===== config.mk =====
export PLATFORM = sky130hd
export DESIGN_NAME = vc_switch_alloc_flat
export DESIGN_NICKNAME = d
export VERILOG_FILES = /design/src/rtl/vc_switch_alloc_if.sv /design/src/rtl/vc_switch_alloc.sv /design/src/flat_wrapper.sv
export SDC_FILE = /design/constraint.sdc
export NUM_CORES = 1
export LEC_CHECK = 0
export CORE_ASPECT_RATIO = 1.25
export CORE_MARGIN = 2
export CORE_UTILIZATION = 40
export DETAILED_ROUTE_END_ITERATION = 12
export RECOVER_POWER = 100
export SYNTH_ARGS = -nofsm -noshare
export SYNTH_HDL_FRONTEND = slang
export SYNTH_SLANG_ARGS = --single-unit
export TNS_END_PERCENT = 5

===== constraint.sdc =====
create_clock -name clk -period 3.1 [get_ports clk]
set_clock_uncertainty 0.1 [all_clocks]
set_input_delay 0.775 -clock clk [delete_from_list [all_inputs] [get_ports clk]]
set_output_delay 0.775 -clock clk [all_outputs]
set_load 0.005 [all_outputs]

===== src/rtl/vc_switch_alloc_if.sv =====
// Port bundle between the 2-VC input buffer / credit return path and the switch allocator.
// master drives flits and credits; slave is the allocator.
interface vc_switch_alloc_if #(
    parameter int FLIT_W = 8
);
    logic [FLIT_W-1:0] vc0_flit;
    logic              vc0_valid;
    logic              vc0_ready;
    logic [FLIT_W-1:0] vc1_flit;
    logic              vc1_valid;
    logic              vc1_ready;
    logic              credit_in0;
    logic              credit_in1;
    logic [FLIT_W-1:0] out_flit;
    logic              out_valid;
    logic              out_vc;
    logic              err_drop;

    modport master (
        output vc0_flit, vc0_valid, vc1_flit, vc1_valid, credit_in0, credit_in1,
        input  vc0_ready, vc1_ready, out_flit, out_valid, out_vc, err_drop
    );

    modport slave (
        input  vc0_flit, vc0_valid, vc1_flit, vc1_valid, credit_in0, credit_in1,
        output vc0_ready, vc1_ready, out_flit, out_valid, out_vc, err_drop
    );
endinterface


===== src/rtl/vc_switch_alloc.sv =====
// Two per-VC flit FIFOs arbitrated round-robin, packet-locked head to tail, onto one
// registered output link; forwarding is gated by per-VC downstream credit counters.
module vc_switch_alloc #(
    parameter int FLIT_W  = 8,
    parameter int DEPTH   = 4,
    parameter int CREDITS = 4
) (
    input logic          clk,
    input logic          rst,
    vc_switch_alloc_if.slave bus
);
    localparam int AW = $clog2(DEPTH);
    localparam int CW = $clog2(CREDITS + 1);
    localparam logic [AW:0]   FULL_CNT = (AW + 1)'(DEPTH);
    localparam logic [CW-1:0] CRED_MAX = CW'(CREDITS);
    localparam logic [1:0]    T_HEAD   = 2'b01;
    localparam logic [1:0]    T_TAIL   = 2'b10;
    localparam logic [1:0]    T_HT     = 2'b11;

    typedef enum logic {IDLE, LOCKED} state_t;

    logic [FLIT_W-1:0] mem_q [2][DEPTH];
    logic [AW-1:0]     rd_q [2];
    logic [AW-1:0]     wr_q [2];
    logic [AW:0]       cnt_q [2];
    logic [CW-1:0]     cred_q [2];
    state_t            state_q, state_d;
    logic              owner_q, owner_d;
    logic              rr_q, rr_d;
    logic [FLIT_W-1:0] out_flit_q;
    logic              out_valid_q, out_vc_q, err_drop_q;

    logic [FLIT_W-1:0] flit_in [2];
    logic [FLIT_W-1:0] front [2];
    logic [1:0]        ftype [2];
    logic [1:0]        valid_in, credit_in, full, nempty, has_cred, push, pop, dec, cand;
    logic              sel, fwd, drop;

    // Decrement for a forwarded flit, then add a returned credit unless already at the cap.
    function automatic logic [CW-1:0] cred_next(input logic [CW-1:0] c, input logic d,
                                                input logic inc);
        logic [CW-1:0] t;
        t = c - CW'(d);
        if (inc && t != CRED_MAX) t = t + CW'(1);
        return t;
    endfunction

    assign flit_in   = '{bus.vc0_flit, bus.vc1_flit};
    assign valid_in  = {bus.vc1_valid, bus.vc0_valid};
    assign credit_in = {bus.credit_in1, bus.credit_in0};

    always_comb begin
        for (int v = 0; v < 2; v++) begin
            full[v]     = (cnt_q[v] == FULL_CNT);
            nempty[v]   = (cnt_q[v] != '0);
            has_cred[v] = (cred_q[v] != '0);
            front[v]    = mem_q[v][rd_q[v]];
            ftype[v]    = front[v][FLIT_W-1 -: 2];
            push[v]     = valid_in[v] & ~full[v];
        end
    end

    assign bus.vc0_ready = ~full[0];
    assign bus.vc1_ready = ~full[1];

    // Arbitration: IDLE picks a candidate (a flit that cannot open a packet is discarded
    // without needing credits); LOCKED serves only the owner until its TAIL leaves.
    always_comb begin
        state_d = state_q;
        owner_d = owner_q;
        rr_d    = rr_q;
        sel     = 1'b0;
        fwd     = 1'b0;
        drop    = 1'b0;
        cand    = 2'b00;
        case (state_q)
            IDLE: begin
                for (int v = 0; v < 2; v++)
                    cand[v] = nempty[v] & (has_cred[v] | ~ftype[v][0]);
                if (cand != 2'b00) begin
                    sel = (cand == 2'b11) ? rr_q : cand[1];
                    if (ftype[sel] == T_HEAD) begin
                        fwd     = 1'b1;
                        state_d = LOCKED;
                        owner_d = sel;
                    end else if (ftype[sel] == T_HT) begin
                        fwd  = 1'b1;
                        rr_d = ~sel;
                    end else begin
                        drop = 1'b1;
                    end
                end
            end
            LOCKED: begin
                sel = owner_q;
                if (nempty[sel]) begin
                    if (ftype[sel][0]) begin
                        drop = 1'b1;
                    end else if (has_cred[sel]) begin
                        fwd = 1'b1;
                        if (ftype[sel] == T_TAIL) begin
                            state_d = IDLE;
                            rr_d    = ~sel;
                        end
                    end
                end
            end
            default: state_d = IDLE;
        endcase
    end

    always_comb begin
        for (int v = 0; v < 2; v++) begin
            pop[v] = (fwd | drop) & (sel == v[0]);
            dec[v] = fwd & (sel == v[0]);
        end
    end

    always_ff @(posedge clk) begin
        for (int v = 0; v < 2; v++)
            if (push[v]) mem_q[v][wr_q[v]] <= flit_in[v];
    end

    always_ff @(posedge clk or posedge rst) begin
        if (rst) begin
            for (int v = 0; v < 2; v++) begin
                rd_q[v]   <= '0;
                wr_q[v]   <= '0;
                cnt_q[v]  <= '0;
                cred_q[v] <= CRED_MAX;
            end
            state_q     <= IDLE;
            owner_q     <= 1'b0;
            rr_q        <= 1'b0;
            out_flit_q  <= '0;
            out_valid_q <= 1'b0;
            out_vc_q    <= 1'b0;
            err_drop_q  <= 1'b0;
        end else begin
            for (int v = 0; v < 2; v++) begin
                if (push[v]) wr_q[v] <= wr_q[v] + AW'(1);
                if (pop[v])  rd_q[v] <= rd_q[v] + AW'(1);
                cnt_q[v]  <= cnt_q[v] + (AW + 1)'(push[v]) - (AW + 1)'(pop[v]);
                cred_q[v] <= cred_next(cred_q[v], dec[v], credit_in[v]);
            end
            state_q     <= state_d;
            owner_q     <= owner_d;
            rr_q        <= rr_d;
            out_valid_q <= fwd;
            err_drop_q  <= drop;
            if (fwd) begin
                out_flit_q <= front[sel];
                out_vc_q   <= sel;
            end
        end
    end

    assign bus.out_flit  = out_flit_q;
    assign bus.out_valid = out_valid_q;
    assign bus.out_vc    = out_vc_q;
    assign bus.err_drop  = err_drop_q;
endmodule


===== src/flat_wrapper.sv =====
// flat-port wrapper written by rule: the top's interface ports become plain ports
module vc_switch_alloc_flat 
#(
    parameter int FLIT_W  = 8,
    parameter int DEPTH   = 4,
    parameter int CREDITS = 4
)
  (clk, rst, bus_vc0_flit, bus_vc0_valid, bus_vc1_flit, bus_vc1_valid, bus_credit_in0, bus_credit_in1, bus_vc0_ready, bus_vc1_ready, bus_out_flit, bus_out_valid, bus_out_vc, bus_err_drop);
  vc_switch_alloc_if #(.FLIT_W(FLIT_W)) bus_i ();
  input logic clk;
  input logic rst;
  input wire logic [$bits(bus_i.vc0_flit)-1:0] bus_vc0_flit;
  input wire logic [$bits(bus_i.vc0_valid)-1:0] bus_vc0_valid;
  input wire logic [$bits(bus_i.vc1_flit)-1:0] bus_vc1_flit;
  input wire logic [$bits(bus_i.vc1_valid)-1:0] bus_vc1_valid;
  input wire logic [$bits(bus_i.credit_in0)-1:0] bus_credit_in0;
  input wire logic [$bits(bus_i.credit_in1)-1:0] bus_credit_in1;
  output wire logic [$bits(bus_i.vc0_ready)-1:0] bus_vc0_ready;
  output wire logic [$bits(bus_i.vc1_ready)-1:0] bus_vc1_ready;
  output wire logic [$bits(bus_i.out_flit)-1:0] bus_out_flit;
  output wire logic [$bits(bus_i.out_valid)-1:0] bus_out_valid;
  output wire logic [$bits(bus_i.out_vc)-1:0] bus_out_vc;
  output wire logic [$bits(bus_i.err_drop)-1:0] bus_err_drop;
  assign bus_i.vc0_flit = bus_vc0_flit;
  assign bus_i.vc0_valid = bus_vc0_valid;
  assign bus_i.vc1_flit = bus_vc1_flit;
  assign bus_i.vc1_valid = bus_vc1_valid;
  assign bus_i.credit_in0 = bus_credit_in0;
  assign bus_i.credit_in1 = bus_credit_in1;
  assign bus_vc0_ready = bus_i.vc0_ready;
  assign bus_vc1_ready = bus_i.vc1_ready;
  assign bus_out_flit = bus_i.out_flit;
  assign bus_out_valid = bus_i.out_valid;
  assign bus_out_vc = bus_i.out_vc;
  assign bus_err_drop = bus_i.err_drop;
  vc_switch_alloc #(.FLIT_W(FLIT_W), .DEPTH(DEPTH), .CREDITS(CREDITS)) u_core (.clk(clk), .rst(rst), .bus(bus_i));
endmodule

==> Word level (Yosys, flattened, before mapping) <==
Memories as Yosys holds them, arrays and structs flattened.
Index checks and enable logic that the tools add are counted.
{ "op_classes": {"add_sub_neg": 12, "mux": 60, "eq_ne": 15, "bitwise_logic": 26, "magnitude_cmp": 10, "n_reduce_logical": 11} }
{ "op_table": {"columns": ["cell", "n"], "rows": [
  ["$mux W8", 9],
  ["$mux W32", 2],
  ["$bmux W8 S2", 2],
  ["$demux W8 S2", 2],
  ["$mux W1", 32],
  ["$ge A3 B3 Y1 const B", 4],
  ["$mux W2", 6],
  ["$not A2 Y3", 4],
  ["$reduce_bool A3 Y1", 4],
  ["$sub A3 B1 Y3", 4],
  ["$ne A2 B2 Y1 const B", 5],
  ["$pmux W1 S2", 5],
  ["$add A2 B1 Y2 const B", 4],
  ["$and A1 B1 Y1", 8],
  ["$not A1 Y1", 8],
  ["$reduce_and A7 Y1", 1],
  ["$add A3 B1 Y3", 2],
  ["$add A3 B1 Y3 const B", 2],
  ["$eq A2 B2 Y1 const B", 3],
  ["$eq A3 B3 Y1 const B", 2],
  ["$ge A2 B2 Y1 const B", 3],
  ["$lt A3 B1 Y1 const B", 2],
  ["$mux W3", 2],
  ["$ne A3 B3 Y1 const B", 2],
  ["8 further kinds", 16]
]} }
{ "word_totals": {"word_cells": 150, "n_memories": 1, "ramBits": 64, "register_bits": 34, "inputBits": 22} }
{ "mem_list": {"columns": ["name", "words", "width", "rd", "rd_ports_with_merged_regs", "wr", "line", "source"], "rows": [
  ["u_core.mem_q", 2, 32, 2, 0, 2, "vc_switch_alloc.sv:22", "logic [FLIT_W-1:0] mem_q [2][DEPTH];"]
]} }

==> Depth between registers and ports, before layout <==
{ "logic_depth": {"ltp_word": 23, "mapped_depth": 15, "ltp_nobuf": 13} }

==> Worst setup path before layout <==
Ideal clock, no wire load.
{ "synth_path": {"path_kind": "register to register", "startpoint": "register u_core.rd_q[0] (netlist name)", "endpoint": "register u_core.cred_q[1] (netlist name)", "path_buffers": 2, "setup_time_ps": 136, "arrival_ps": 3159, "path_stages_with_launch": 14, "path_slack_ps": -294, "path_cell_list": "dfrtp_1 > buf_2 > mux4_2 > a211oi_2 > o22ai_2 > mux2i_4 > buf_4 > inv_2 > and2_1 > ha_1 > ha_1 > ha_1 > a21boi_0 > o21ai_0"} }
{ "synth_via": {"elab_chain_len": 23, "word_cells_on_any_way": 33, "cone_classes": "2 x add/sub; 4 x eq/ne; 19 x mux; 6 x bitwise; 2 x reduce/logical"} }
{ "synth_lines": {"columns": ["element", "line", "source"], "rows": [
  ["start, declared", "vc_switch_alloc.sv:23", "logic [AW-1:0] rd_q [2];"],
  ["start signal, assigned by index", "vc_switch_alloc.sv:142", "if (pop[v]) rd_q[v] <= rd_q[v] + AW'(1);"],
  ["$not A2 Y3 (implied by the code) (*)", "vc_switch_alloc.sv:57", "front[v] = mem_q[v][rd_q[v]];"],
  ["$bmux W8 S2 (*)", "vc_switch_alloc.sv:57", null],
  ["$mux W8 (implied by the code) (*) (2 in a row)", "vc_switch_alloc.sv:57", null],
  ["$not A1 Y1", "vc_switch_alloc.sv:79", "cand[v] = nempty[v] & (has_cred[v] | ~ftype[v][0]);"],
  ["$or A1 B1 Y1", "vc_switch_alloc.sv:79", null],
  ["$and A1 B1 Y1", "vc_switch_alloc.sv:79", null],
  ["$eq A2 B2 Y1", "vc_switch_alloc.sv:81", "sel = (cand == 2'b11) ? rr_q : cand[1];"],
  ["$mux W1", "vc_switch_alloc.sv:81", null],
  ["[6 not listed]", null, null],
  ["$mux W1", "vc_switch_alloc.sv:82", "if (ftype[sel] == T_HEAD) begin"],
  ["$mux W1", "vc_switch_alloc.sv:80", "if (cand != 2'b00) begin"],
  ["$pmux W1 S2 (*)", "vc_switch_alloc.sv:76", "case (state_q)"],
  ["named net u_core.fwd", "vc_switch_alloc.sv:37", "logic sel, fwd, drop;"],
  ["$and A1 B1 Y1 (*)", "vc_switch_alloc.sv:115", "dec[v] = fwd & (sel == v[0]);"],
  ["$sub A3 B1 Y3 (*)", "vc_switch_alloc.sv:43", "t = c - CW'(d);"],
  ["parallel branches: the longest is 2 deep, another holds $add A3 B1 Y3", null, null],
  ["$mux W3 (*)", "vc_switch_alloc.sv:44", "if (inc && t != CRED_MAX) t = t + CW'(1);"],
  ["end signal, assigned by index", "vc_switch_alloc.sv:144", "cred_q[v] <= cred_next(cred_q[v], dec[v], credit_in[v]);"],
  ["end, declared", "vc_switch_alloc.sv:26", "logic [CW-1:0] cred_q [2];"]
]} }
Mark *: on every way through the listed nets, which the timed path passes. The select of a mux whose other input is x is not followed.
A chain may end at the register's enable or synchronous reset.

==> Worst setup path after layout <==
{ "layout_path": {"startpoint": "register u_core.rd_q[0] (netlist name)", "endpoint": "register u_core.cnt_q[2] (netlist name)"} }
{ "layout_via": {"elab_chain_len": 21, "word_cells_on_any_way": 36, "cone_classes": "1 x add/sub; 3 x eq/ne; 24 x mux; 7 x bitwise; 1 x reduce/logical"} }
{ "layout_lines": {"columns": ["element", "line", "source"], "rows": [
  ["$not A2 Y3 (implied by the code) (*)", "vc_switch_alloc.sv:57", null],
  ["$bmux W8 S2 (*)", "vc_switch_alloc.sv:57", null],
  ["$mux W8 (implied by the code) (*) (2 in a row)", "vc_switch_alloc.sv:57", null],
  ["$not A1 Y1", "vc_switch_alloc.sv:79", null],
  ["$or A1 B1 Y1", "vc_switch_alloc.sv:79", null],
  ["$and A1 B1 Y1", "vc_switch_alloc.sv:79", null],
  ["$eq A2 B2 Y1", "vc_switch_alloc.sv:81", null],
  ["$mux W1", "vc_switch_alloc.sv:81", null],
  ["[5 not listed]", null, null],
  ["$mux W1", "vc_switch_alloc.sv:86", "end else if (ftype[sel] == T_HT) begin"],
  ["$mux W1", "vc_switch_alloc.sv:82", null],
  ["$mux W1", "vc_switch_alloc.sv:80", null],
  ["$pmux W1 S2", "vc_switch_alloc.sv:76", null],
  ["$or A1 B1 Y1", "vc_switch_alloc.sv:114", "pop[v] = (fwd | drop) & (sel == v[0]);"],
  ["$and A1 B1 Y1 (*)", "vc_switch_alloc.sv:114", null],
  ["named net u_core.pop[1]", "vc_switch_alloc.sv:36", "logic [1:0] valid_in, credit_in, full, nempty, has_cred, push, pop, dec, cand;"],
  ["$sub A3 B1 Y3 (*)", "vc_switch_alloc.sv:143", "cnt_q[v] <= cnt_q[v] + (AW + 1)'(push[v]) - (AW + 1)'(pop[v]);"],
  ["end signal, assigned by index", "vc_switch_alloc.sv:143", null],
  ["end, declared", "vc_switch_alloc.sv:25", "logic [AW:0] cnt_q [2];"]
]} }
Mark *: on every way through the listed nets, which the timed path passes. The rest lies on a longest branch. The select of a mux whose other input is x is not followed.

==> impl_metrics.yaml <==
final_layout:
  multi_input_area_um2: 1520
  nets: 393
  stdcell_count: 486
  drive_above_1_share_pct: 24.0
  syn_to_final_growth_pct: 25.2
  fill_cells: 898
  insertedDiodeCount: 0
  register_area_um2: 2780
grt:
  grt.overflow.total: 0
  grt_pass1_vias: 2526
  grt_pass1_wl_um: 12500
  antenna_found_initial: 0
  grt_usage_pct: 14.2
  grt_max_degree: 35
die:
  die_h_um: 120
  start_util_pct: 40.9
  core_um2: 10600
  dieArea_um2: 11600
  io_pins: 35
  rows: 42
  die_w_um: 96.9
route:
  viasPerCell: 4.99
  avgRoutedWirePerCell_um: 15.7
  drt_iter0_drc: 114
  drt_first_pass_iters: 4
  num_vias: 2425
  route.detailed.drc: 0
  drt_wl_total_um: 7630
  ant_nets: 0
yosys:
  syn-cell-area_um2: 4320
  synth.most_common_cell: "edfxtp_1"
  synth_edf_count: 64
  synth_ff_type: "edfxtp_1"
  synth_commonest_cells: "edfxtp_1 (64), dfrtp_1 (32), inv_1 (26)"
  yosys.area.top_type: "edfxtp_1"
  yosys_warnings: 0
  synthCells: 285
  ys_types: 41
  syn-num-nets: 329
  async_reset_ff_share_pct: 34.7
  synth_seq_cells: 98
  seq_area_frac_synth_pct: 64.3
  synthTopCellsByArea: "edfxtp_1 (45%), dfrtp_1 (19%), mux4_2 (8.4%), ha_1 (5.8%), inv_1 (2.3%)"
  synth_top_area_share_pct: 44.5
  syn_area_per_cell_um2: 15.1
run_status:
  outcome: "complete, but fails checks"
  violations: "max-capacitance violations, max-slew violations, negative setup slack"
timing:
  timing.hold.ws_ns: 0.384
  final_hold_viol_count: 0
  rsz0062_at_grt: "true"
  relSlewSlack_pct: -31.0
  worst_slack_ns: -0.0673
  fmax_mhz: 316
  slew_viol_final: 35
  setup_viol: 2
  period_needed_ns: 3.17
  period_share_pct: 102
  worst_pin_slew_ns: 1.96
worst_setup_path:
  critPathTopFamily: "adder cells"
  r2r_end: "u_core.cnt_q[2]"
  reg2reg_slack_ns: -0.07
  critPathBufInv: 2
  end_kind: "flop"
  crit_chain: "mux4_2 > a211oi_4 > o22ai_4 > mux2i_4 > a21boi_2 > ha_1 > inv_1 > ha_2 > inv_2 > fa_2 > xnor2_2 > xnor2_1"
  crit_path_start_kind: "flop"
  max_stage_delay_ns: 0.59
  cp_max_fo: 5
  reg2regPathDepth: 12
  criticalPathCategory: "flop to flop"
  crit_arrival_ns: 3.29
  cp_data_required_time_ns: 3.22
  crit_slowest_cell: "mux4_2"
  r2r_start: "u_core.rd_q[0]"
clocking:
  root_buffer: "clkbuf_16"
  clock_latency_ns: 0.34
  clock_sinks: 98
  htreeDepth: 3
  cts.path.max_buffers: 2
  path_clk_slew_ns: 0.06
  cts_buffers: 9
  cts_tree: "done"
  postCtsHoldBufs: 0
power:
  finalPower_uw: 6500
  ir_drop_uv: 499
  p_leak_uw: 0.00215
  power.density_nw_per_um2: 1200
flow_run:
  maxCapViolCount: 1
placement:
  io_buffers: 34
  gp_congestion: 0.830
  dpl.hpwl_um: 5340
  placed_cells: 464
min_path:
  hold_path_end: "u_core.bus.out_flit[7]"
  holdCritPathClass: "flop to flop"
  hold_depth: 2
  min_from: "u_core.bus.out_flit[7]"
power by group:
part	switching, uW	internal [uW]
clock	468	624
combinational	1640	1700
sequential	212	1860
per-stage QoR:
step,util [%],setup TNS [ns],worst slack [ns],area [um^2]
2_1_floorplan,-,-0.0823,-0.0274,4360
3_3_place_gp,47.0,-0.00474,-0.00275,4960
3_5_place_dp,47.0,-0.0859,-0.0612,4960
4_1_cts,50.0,-0.00250,-0.00250,5280
5_1_grt,51.1,-6.79,-0.233,5400
6_report,51.1,-0.0751,-0.0673,5400
per-layer routing:
layer  routed length (um)  up-vias  global-route usage [%]
met5                    0        -                       0
met4                  184        0                    7.13
met3                  172       12                    2.33
met2                 3990       38                    24.3
met1                 3290     1214                    17.3
li1                     -     1161                       -
worst min-delay path: stages (launching register included):
cell and delay (ns):
dfrtp_1 0.34, nand2_1 0.05, o21ai_1 0.06
layout by cell type, fill, tap and decap left out, drive strengths merged, types with 2 or more instances in the layout:
cell,instances
a211oi,3
a21boi,3
a21o,3
a21oi,10
and2,4
and3,8
buf,26
clkbuf,10
clkdlybuf4s50,4
clkinv,5
dfrtp,32
dfstp,2
dlygate4sd3,30
edfxtp,64
fa,2
ha,20
inv,28
mux2i,9
mux4,16
nand2,20
nand3,2
nand3b,2
nor2,6
nor3,6
o21ai,15
o22ai,2
o31ai,2
or3,2
xnor2,8
xor2,6
sequential cells by signal, indices dropped and copies added (netlist names):
name and flops:
u_core.bus.err_drop 1, u_core.cnt_q 6, u_core.cred_q 6, u_core.owner_q 1
u_core.rr_q 1, u_core.mem_q 64, u_core.state_q 1, u_core.bus.out_valid 1
u_core.bus.out_flit 8, u_core.rd_q 4, u_core.bus.out_vc 1, u_core.wr_q 4
cell type report:
type / count / area share (%)
Sequential cell: 98 / 51.4
Multi-Input combinational cell: 152 / 28.2
Timing Repair Buffer: 61 / 10.1
Clock buffer: 9 / 4.17
Tap cell: 132 / 3.06
Inverter: 27 / 1.88
Clock inverter: 7 / 1.27
worst max path at each step:
| stage | startpoint | end | cells after the start |
|---|---|---|---|
| after floorplan | u_core.rd_q[2] | u_core.cnt_q[2] | 13 |
| after global placement | u_core.rd_q[0] | u_core.cnt_q[2] | 11 |
| after detailed placement | u_core.rd_q[0] | u_core.cnt_q[2] | 11 |
| after CTS | u_core.rd_q[0] | u_core.cnt_q[2] | 12 |
| after global routing | u_core.rd_q[0] | u_core.cnt_q[2] | 12 |
| final | u_core.rd_q[0] | u_core.cnt_q[2] | 12 |
kinds of logic after synthesis:
logic type	Yosys count	synth area share, %
buffers and inverters	35	3.51
muxes	26	11.0
DFF	98	64.3
AOI/OAI and AO/OA	38	5.77
and+or+nand+nor	52	5.86
adders and majority gates	22	6.73
xor gates and xnor gates	14	2.84
timing repair:
item | 4_1_cts | 5_1_grt
pin swaps | 2 | 13
setup buffers | 1 | 5
resized for setup | 2 | 17
setup endpoints to repair | 6 | 10
hold endpoints to repair | 0 | 0
Note: power is estimated with default switching activity, not from simulation.
